**config.mk**
```make
export PLATFORM = sky130hd
export DESIGN_NAME = fir_xifu_ctrl
export DESIGN_NICKNAME = d
export VERILOG_FILES = /design/src/rtl/fir_xifu_pkg.sv /design/src/rtl/fir_xifu_scoreboard.sv /design/src/rtl/fir_xifu_ctrl.sv
export SDC_FILE = /design/constraint.sdc
export NUM_CORES = 1
export LEC_CHECK = 0
export CORE_ASPECT_RATIO = 0.8
export CORE_UTILIZATION = 44
export CTS_BUF_LIST = sky130_fd_sc_hd__clkbuf_4
export DETAILED_ROUTE_END_ITERATION = 6
export PLACE_DENSITY_LB_ADDON = 0.2
export REMOVE_ABC_BUFFERS = 1
export SLEW_MARGIN = 20
export SYNTH_ARGS = -nofsm -noshare
export SYNTH_HDL_FRONTEND = slang
export SYNTH_SLANG_ARGS = --single-unit
```
**constraint.sdc**
```tcl
create_clock -name clk_i -period 13.1 [get_ports clk_i]
set_input_delay 3.93 -clock clk_i [delete_from_list [all_inputs] [get_ports clk_i]]
set_output_delay 3.93 -clock clk_i [all_outputs]
set_load 0.01 [all_outputs]
```
**src/rtl/fir_xifu_pkg.sv**
```systemverilog
`default_nettype none
// ============================================================================
// Module      : fir_xifu_pkg
// Description : Shared types and constants for the FIR XIFU controller.
// Revision    : 1.0 - initial release
// ============================================================================
package fir_xifu_pkg;

    localparam logic [1:0] INSTR_NONE     = 2'd0;
    localparam logic [1:0] INSTR_XFIRLW   = 2'd1;
    localparam logic [1:0] INSTR_XFIRSW   = 2'd2;
    localparam logic [1:0] INSTR_XFIRDOTP = 2'd3;

    // Stored ID width; the controller's IDW must not exceed it.
    localparam int ENTRY_IDW = 8;

    typedef enum logic [1:0] {
        ENTRY_ISSUED    = 2'd0,
        ENTRY_COMMITTED = 2'd1,
        ENTRY_KILLED    = 2'd2
    } entry_state_e;

    typedef enum logic [1:0] {
        MEM_IDLE = 2'd0,
        MEM_REQ  = 2'd1,
        MEM_RESP = 2'd2
    } mem_state_e;

    typedef struct packed {
        logic [ENTRY_IDW-1:0] id;
        logic [1:0]           instr;
        logic [4:0]           rd;
        entry_state_e         state;
    } fir_xifu_ctrl_entry_t;

    function automatic logic writes_rd(input logic [1:0] instr);
        return (instr == INSTR_XFIRLW) || (instr == INSTR_XFIRDOTP);
    endfunction

endpackage
`default_nettype wire

```
**src/rtl/fir_xifu_scoreboard.sv**
```systemverilog
`default_nettype none
// ============================================================================
// Module      : fir_xifu_scoreboard
// Description : Busy bits over XIFU-internal registers with hazard check.
// Revision    : 1.0 - initial release
// ============================================================================
module fir_xifu_scoreboard #(
    parameter int NREGS = 32
) (
    input  logic       clk_i,
    input  logic       rst_ni,
    input  logic       set_en_i,
    input  logic [4:0] set_rd_i,
    input  logic       kill_en_i,
    input  logic [4:0] kill_rd_i,
    input  logic       wb_en_i,
    input  logic [4:0] wb_rd_i,
    input  logic       chk_rs1_i,
    input  logic       chk_rs2_i,
    input  logic       chk_rd_i,
    input  logic [4:0] rs1_i,
    input  logic [4:0] rs2_i,
    input  logic [4:0] rd_i,
    output logic       hazard_o
);

    logic [NREGS-1:0] r_busy;
    logic [NREGS-1:0] w_busy_d;
    logic [31:0]      w_busy_ext;

    // Set is applied last so it wins over a same-cycle clear.
    always_comb begin
        w_busy_d = r_busy;
        for (int i = 0; i < NREGS; i++) begin
            if ((kill_en_i && kill_rd_i == 5'(i)) || (wb_en_i && wb_rd_i == 5'(i)))
                w_busy_d[i] = 1'b0;
            if (set_en_i && set_rd_i == 5'(i))
                w_busy_d[i] = 1'b1;
        end
    end

    always_ff @(posedge clk_i or negedge rst_ni) begin
        if (!rst_ni) r_busy <= '0;
        else         r_busy <= w_busy_d;
    end

    assign w_busy_ext = 32'(r_busy);
    assign hazard_o   = (chk_rs1_i && w_busy_ext[rs1_i])
                     || (chk_rs2_i && w_busy_ext[rs2_i])
                     || (chk_rd_i  && w_busy_ext[rd_i]);

endmodule
`default_nettype wire

```
**src/rtl/fir_xifu_ctrl.sv**
```systemverilog
`default_nettype none
// ============================================================================
// Module      : fir_xifu_ctrl
// Description : In-order issue/commit/dispatch sequencer for the FIR XIFU.
// Revision    : 1.0 - initial release
// ============================================================================
module fir_xifu_ctrl
    import fir_xifu_pkg::*;
#(
    parameter int DEPTH = 4,
    parameter int NREGS = 32,
    parameter int IDW   = 4
) (
    input  logic           clk_i,
    input  logic           rst_ni,
    input  logic           issue_valid_i,
    output logic           issue_ready_o,
    input  logic [IDW-1:0] issue_id_i,
    input  logic [1:0]     issue_instr_i,
    input  logic [4:0]     issue_rd_i,
    input  logic [9:0]     issue_rs_i,
    input  logic           commit_valid_i,
    input  logic [IDW-1:0] commit_id_i,
    input  logic           commit_kill_i,
    output logic           ex_valid_o,
    input  logic           ex_ready_i,
    output logic [IDW-1:0] ex_id_o,
    output logic [1:0]     ex_instr_o,
    output logic [4:0]     ex_rd_o,
    output logic           mem_valid_o,
    input  logic           mem_ready_i,
    input  logic           mem_resp_valid_i,
    input  logic           wb_valid_i,
    input  logic [4:0]     wb_rd_i,
    output logic           busy_o
);

    localparam int AW = $clog2(DEPTH);
    localparam int PW = AW + 1;

    fir_xifu_ctrl_entry_t r_q [DEPTH];
    logic [PW-1:0]        r_wptr, r_rptr;
    mem_state_e           r_mem_state, w_mem_state_d;

    logic [PW-1:0]        w_count;
    logic                 w_empty, w_full, w_hazard, w_push, w_pop, w_dispatch;
    logic                 w_push_commit, w_mem_pop, w_head_is_mem;
    entry_state_e         w_push_state;
    fir_xifu_ctrl_entry_t w_head;
    logic [DEPTH-1:0]     w_match;
    logic                 w_kill_en;
    logic [4:0]           w_kill_rd;
    logic [AW-1:0]        w_off;

    assign w_count = r_wptr - r_rptr;
    assign w_empty = (r_wptr == r_rptr);
    assign w_full  = (r_wptr[PW-1] != r_rptr[PW-1]) && (r_wptr[AW-1:0] == r_rptr[AW-1:0]);
    assign w_head  = r_q[r_rptr[AW-1:0]];

    fir_xifu_scoreboard #(.NREGS(NREGS)) u_scoreboard (
        .clk_i     (clk_i),
        .rst_ni    (rst_ni),
        .set_en_i  (w_push && writes_rd(issue_instr_i) && !(w_push_commit && commit_kill_i)),
        .set_rd_i  (issue_rd_i),
        .kill_en_i (w_kill_en),
        .kill_rd_i (w_kill_rd),
        .wb_en_i   (wb_valid_i),
        .wb_rd_i   (wb_rd_i),
        .chk_rs1_i (issue_instr_i == INSTR_XFIRSW || issue_instr_i == INSTR_XFIRDOTP),
        .chk_rs2_i (issue_instr_i == INSTR_XFIRDOTP),
        .chk_rd_i  (issue_instr_i == INSTR_XFIRDOTP),
        .rs1_i     (issue_rs_i[4:0]),
        .rs2_i     (issue_rs_i[9:5]),
        .rd_i      (issue_rd_i),
        .hazard_o  (w_hazard)
    );

    assign issue_ready_o = issue_valid_i && !w_full && (issue_instr_i != INSTR_NONE) && !w_hazard;
    assign w_push        = issue_ready_o;
    assign w_push_commit = commit_valid_i && (commit_id_i == issue_id_i);
    assign w_push_state  = !w_push_commit ? ENTRY_ISSUED
                         : (commit_kill_i ? ENTRY_KILLED : ENTRY_COMMITTED);

    // Only occupied ISSUED slots can be committed; occupancy is derived from the pointers.
    always_comb begin
        w_match   = '0;
        w_kill_en = 1'b0;
        w_kill_rd = '0;
        w_off     = '0;
        for (int i = 0; i < DEPTH; i++) begin
            w_off = AW'(i) - r_rptr[AW-1:0];
            if (commit_valid_i && ({1'b0, w_off} < w_count)
                && r_q[i].state == ENTRY_ISSUED
                && r_q[i].id == ENTRY_IDW'(commit_id_i)) begin
                w_match[i] = 1'b1;
                if (commit_kill_i && writes_rd(r_q[i].instr)) begin
                    w_kill_en = 1'b1;
                    w_kill_rd = r_q[i].rd;
                end
            end
        end
    end

    assign ex_valid_o    = !w_empty && (w_head.state == ENTRY_COMMITTED) && (r_mem_state == MEM_IDLE);
    assign w_dispatch    = ex_valid_o && ex_ready_i;
    assign w_head_is_mem = (w_head.instr == INSTR_XFIRLW) || (w_head.instr == INSTR_XFIRSW);
    assign ex_id_o       = ex_valid_o ? w_head.id[IDW-1:0] : '0;
    assign ex_instr_o    = ex_valid_o ? w_head.instr : '0;
    assign ex_rd_o       = ex_valid_o ? w_head.rd : '0;

    always_comb begin
        w_mem_state_d = r_mem_state;
        mem_valid_o   = 1'b0;
        w_mem_pop     = 1'b0;
        case (r_mem_state)
            MEM_IDLE: if (w_dispatch && w_head_is_mem) w_mem_state_d = MEM_REQ;
            MEM_REQ: begin
                mem_valid_o = 1'b1;
                if (mem_ready_i) w_mem_state_d = MEM_RESP;
            end
            MEM_RESP: if (mem_resp_valid_i) begin
                w_mem_state_d = MEM_IDLE;
                w_mem_pop     = 1'b1;
            end
            default: w_mem_state_d = MEM_IDLE;
        endcase
    end

    assign w_pop = (!w_empty && w_head.state == ENTRY_KILLED)
                || (w_dispatch && !w_head_is_mem)
                || w_mem_pop;

    always_ff @(posedge clk_i or negedge rst_ni) begin
        if (!rst_ni) r_mem_state <= MEM_IDLE;
        else         r_mem_state <= w_mem_state_d;
    end

    always_ff @(posedge clk_i or negedge rst_ni) begin
        if (!rst_ni) begin
            r_wptr <= '0;
            r_rptr <= '0;
            for (int i = 0; i < DEPTH; i++) r_q[i] <= '0;
        end else begin
            for (int i = 0; i < DEPTH; i++)
                if (w_match[i]) r_q[i].state <= commit_kill_i ? ENTRY_KILLED : ENTRY_COMMITTED;
            if (w_push) begin
                r_q[r_wptr[AW-1:0]] <= '{id: ENTRY_IDW'(issue_id_i), instr: issue_instr_i,
                                         rd: issue_rd_i, state: w_push_state};
                r_wptr <= r_wptr + PW'(1);
            end
            if (w_pop) r_rptr <= r_rptr + PW'(1);
        end
    end

    assign busy_o = !w_empty || (r_mem_state != MEM_IDLE);

endmodule
`default_nettype wire

```
==> flow_summary.toml, run 1 <==
[timing]
post-route-period-util = 0.8838
hold_viol = 0
worst_pin_slew_ns = 1.100
slew_viol_final = 0
rsz0062_at_grt = "no"
skew_ns = 0.01831
fin_setup_tns_ns = 0
maxSlewHeadroom = 0.2607
finalWorstSetupSlack_ns = 1.522
fin_crit_ns = 11.58
fmax_mhz = 86.37
setup_viol = 0

[synth]
ys_warn_count = 0
synthArstFlopShare = 1.000
synth_cell_type_count = 57
netlist_area_mm2 = 0.006141
synth-seq-area-share = 0.3749
netlist_instances = 582
syn_avg_cell_area_um2 = 10.55
synth-seq-cells = 92
synth_ff_type = "dfrtp_1"
synth_edf_count = 0

[layout]
fin_util = 0.5086
design_area_mm2 = 0.006915
antenna_cells = 0
area_growth_pct = 12.61
fillers = 1254
seqCellArea_mm2 = 0.002302
multiInputGateArea_mm2 = 0.003626
layout-drive-gt1-share = 0.1764
fin_nets = 665

[detailed_routing]
post-route-drc-count = 0
antenna_left = 0
dr.pass1.iters = 5
wl_per_cell_um = 22.26
viasPerCell = 6.204
vias = 4951
drt_iter0_drc = 533
wirelength_um = 17760

[critical_path]
cp-end-kind = "primary output"
path_max_fanout = 21
path_buf_inv = 3
critPathTopFamily = "buffers and inverters"
slowest_delay_ns = 1.09
cp_common_cell = "clkdlybuf4s50_1"
crit_path_start_kind = "primary input"
cpMaxStageDelayCell = "clkdlybuf4s50_1"
path_cells = "clkdlybuf4s50_1 -> mux4_2 -> nand2_1 -> o21ai_0 -> o32a_1 -> a221o_1 -> a311o_1 -> inv_2 -> clkdlybuf4s50_1"
arrival_ns = 7.65
critPathKind = "in2out"
worst-endpoint-required_ns = 9.17

[die]
start_util = 0.4516
fp-row-count = 38
die_x_um = 134.1
num_io_pins = 54
die_y_um = 107.7
core_mm2 = 0.01360
die_area_mm2 = 0.01444

[cts]
clock_latency_ns = 0.48
postCtsSetupBuffers = 0
path_clk_slew_ns = 0.14
cts_resized = 0
clock-sinks = 92
cts_root_buffer = "clkbuf_4"
cts_max_level = 3
cts.path.max_buffers = 2
cts_tree = "done"
cts_inserted_buffers = 9
cts_hold_repair.buffers = 0

[place]
place_area_mm2 = 0.006768
io_buffers = 53
dpl.hpwl_um = 12950
dp_slack_ns = 1.529
gp_congestion = 0.8900

[min_path]
hold_path_class = "reg2reg"

[grt]
antenna_found_initial = 0
grt_pass1_wl_um = 28260
grt_use_total = 0.2620
grt_max_degree = 75
overflow = 0
grt_pass1_vias = 5025

[pwr]
power.density_mw_per_mm2 = 192.2
ir_drop_uv = 75.71
leakage_nw = 2.705

[run]
drv_cap = 0

[run_status]
status = "completed"
## per-layer routing
| layer | vias to the layer above | track usage | share of wire |
|---|---|---|---|
| li1 | 2239 | - | - |
| met1 | 2487 | 0.3832 | 0.46 |
| met2 | 208 | 0.3753 | 0.43 |
| met4 | 0 | 0.05859 | 0.0087 |
| met5 | - | 0 | 0 |
| met3 | 17 | 0.08427 | 0.094 |
## where the power goes
group | total (mW) | internal, mW | switching, mW
Sequential | 0.547 | 0.401 | 0.146
Clock | 0.166 | 0.0621 | 0.104
Combinational | 0.616 | 0.338 | 0.278
## Yosys cell counts, drive strengths merged (4+ instances only)
master   number  area (um^2)
ha           12        150.1
o21bai        5        37.54
o31ai         6        45.04
mux2         49        551.8
nand4b        4        35.03
xnor2        14        122.6
clkbuf       26        97.59
nand2b        9        56.30
nand4         4        25.02
o2bb2ai      16        140.1
nor3          7        35.03
mux4         33        743.2
dfrtp        92         2302
nand3        20        100.1
xor2         12        105.1
nor3b         4        30.03
and2          4        25.02
o22ai        16        100.1
a32oi         6        52.55
o21ai        38        190.2
inv          15        56.30
nand2        42        167.7
a21oi         8        40.04
mux2i        17        170.2
nor2b        31        193.9
nor4          4        31.28
buf          11        58.81
nor2         40        150.1
## logic make-up after synthesis
family                   Yosys count  synth area share
buffers and inverters             52           0.03464
flip-flops                        92            0.3749
multiplexers                      99            0.2386
AND/OR/NAND/NOR                  186            0.1595
adder cells (fa/ha/maj)           13           0.02771
XOR/XNOR                          27           0.04095
AO/OA/AOI/OAI                    113            0.1237
## sequential cells by signal (all words and copies together) (netlist names)
signal / cells
u_scoreboard.r_busy: 32
r_rptr: 3
r_q: 52
r_wptr: 3
r_mem_state: 2
## placed cells by master, fill, tap and decap left out, types with 10 or more instances in the layout
master,synthesis,layout
clkdlybuf4s50_1,0,52
nor2_1,40,40
nor2b_1,31,31
clkbuf_4,0,10
mux2_2,45,45
o22ai_1,16,16
mux4_2,33,33
mux2i_1,17,17
inv_1,14,14
nand3_1,20,20
xnor2_1,14,14
dfrtp_1,92,92
o21ai_0,37,37
nand2_1,38,38
ha_1,12,12
xor2_1,12,12
o2bb2ai_1,16,16
## layout make-up
cell class | instances | area share
clock buffer | 10 | 0.01086
sequential | 92 | 0.3329
multi-input combinational | 438 | 0.5243
inverter | 15 | 0.008142
timing repair buffer | 57 | 0.08069
tap | 180 | 0.03257
clock inverter | 6 | 0.01049
## worst paths after layout
check,start,endpoint,slack [ns],cells after the start
worst max register to register,r_rptr[0]$_DFFE_PN0P_,u_scoreboard.r_busy[11]$_DFFE_PN0P_,8.32,13
worst min register to register,r_mem_state[1]$_DFFE_PN0P_,r_mem_state[0]$_DFFE_PN0P_,0.50,1
max in group asynchronous,rst_ni,r_q[22]$_DFFE_PN0P_,8.57,2
min in group asynchronous,rst_ni,u_scoreboard.r_busy[20]$_DFFE_PN0P_,3.30,1
worst min-delay path,r_mem_state[1]$_DFFE_PN0P_,r_mem_state[0]$_DFFE_PN0P_,0.50,1
worst max-delay path,issue_rd_i[1],issue_ready_o,1.52,9
## metrics by stage
step	hold WS (ns)	instances	power [mW]
6_report	0.5010	798	1.329
5_1_grt	0.5183	798	1.426
4_1_cts	0.5007	798	1.328
3_5_place_dp	0.4767	782	1.159
3_3_place_gp	0.4743	782	1.134
2_1_floorplan	0.4503	545	0.9414
(Power assumes the default switching activity.)
==> run 2, diff against run 1 <==
- CAP_MARGIN: unset -> 20
==> results of run 2 <==
The final DEF is identical to that of run 1; final timing and power are the same.
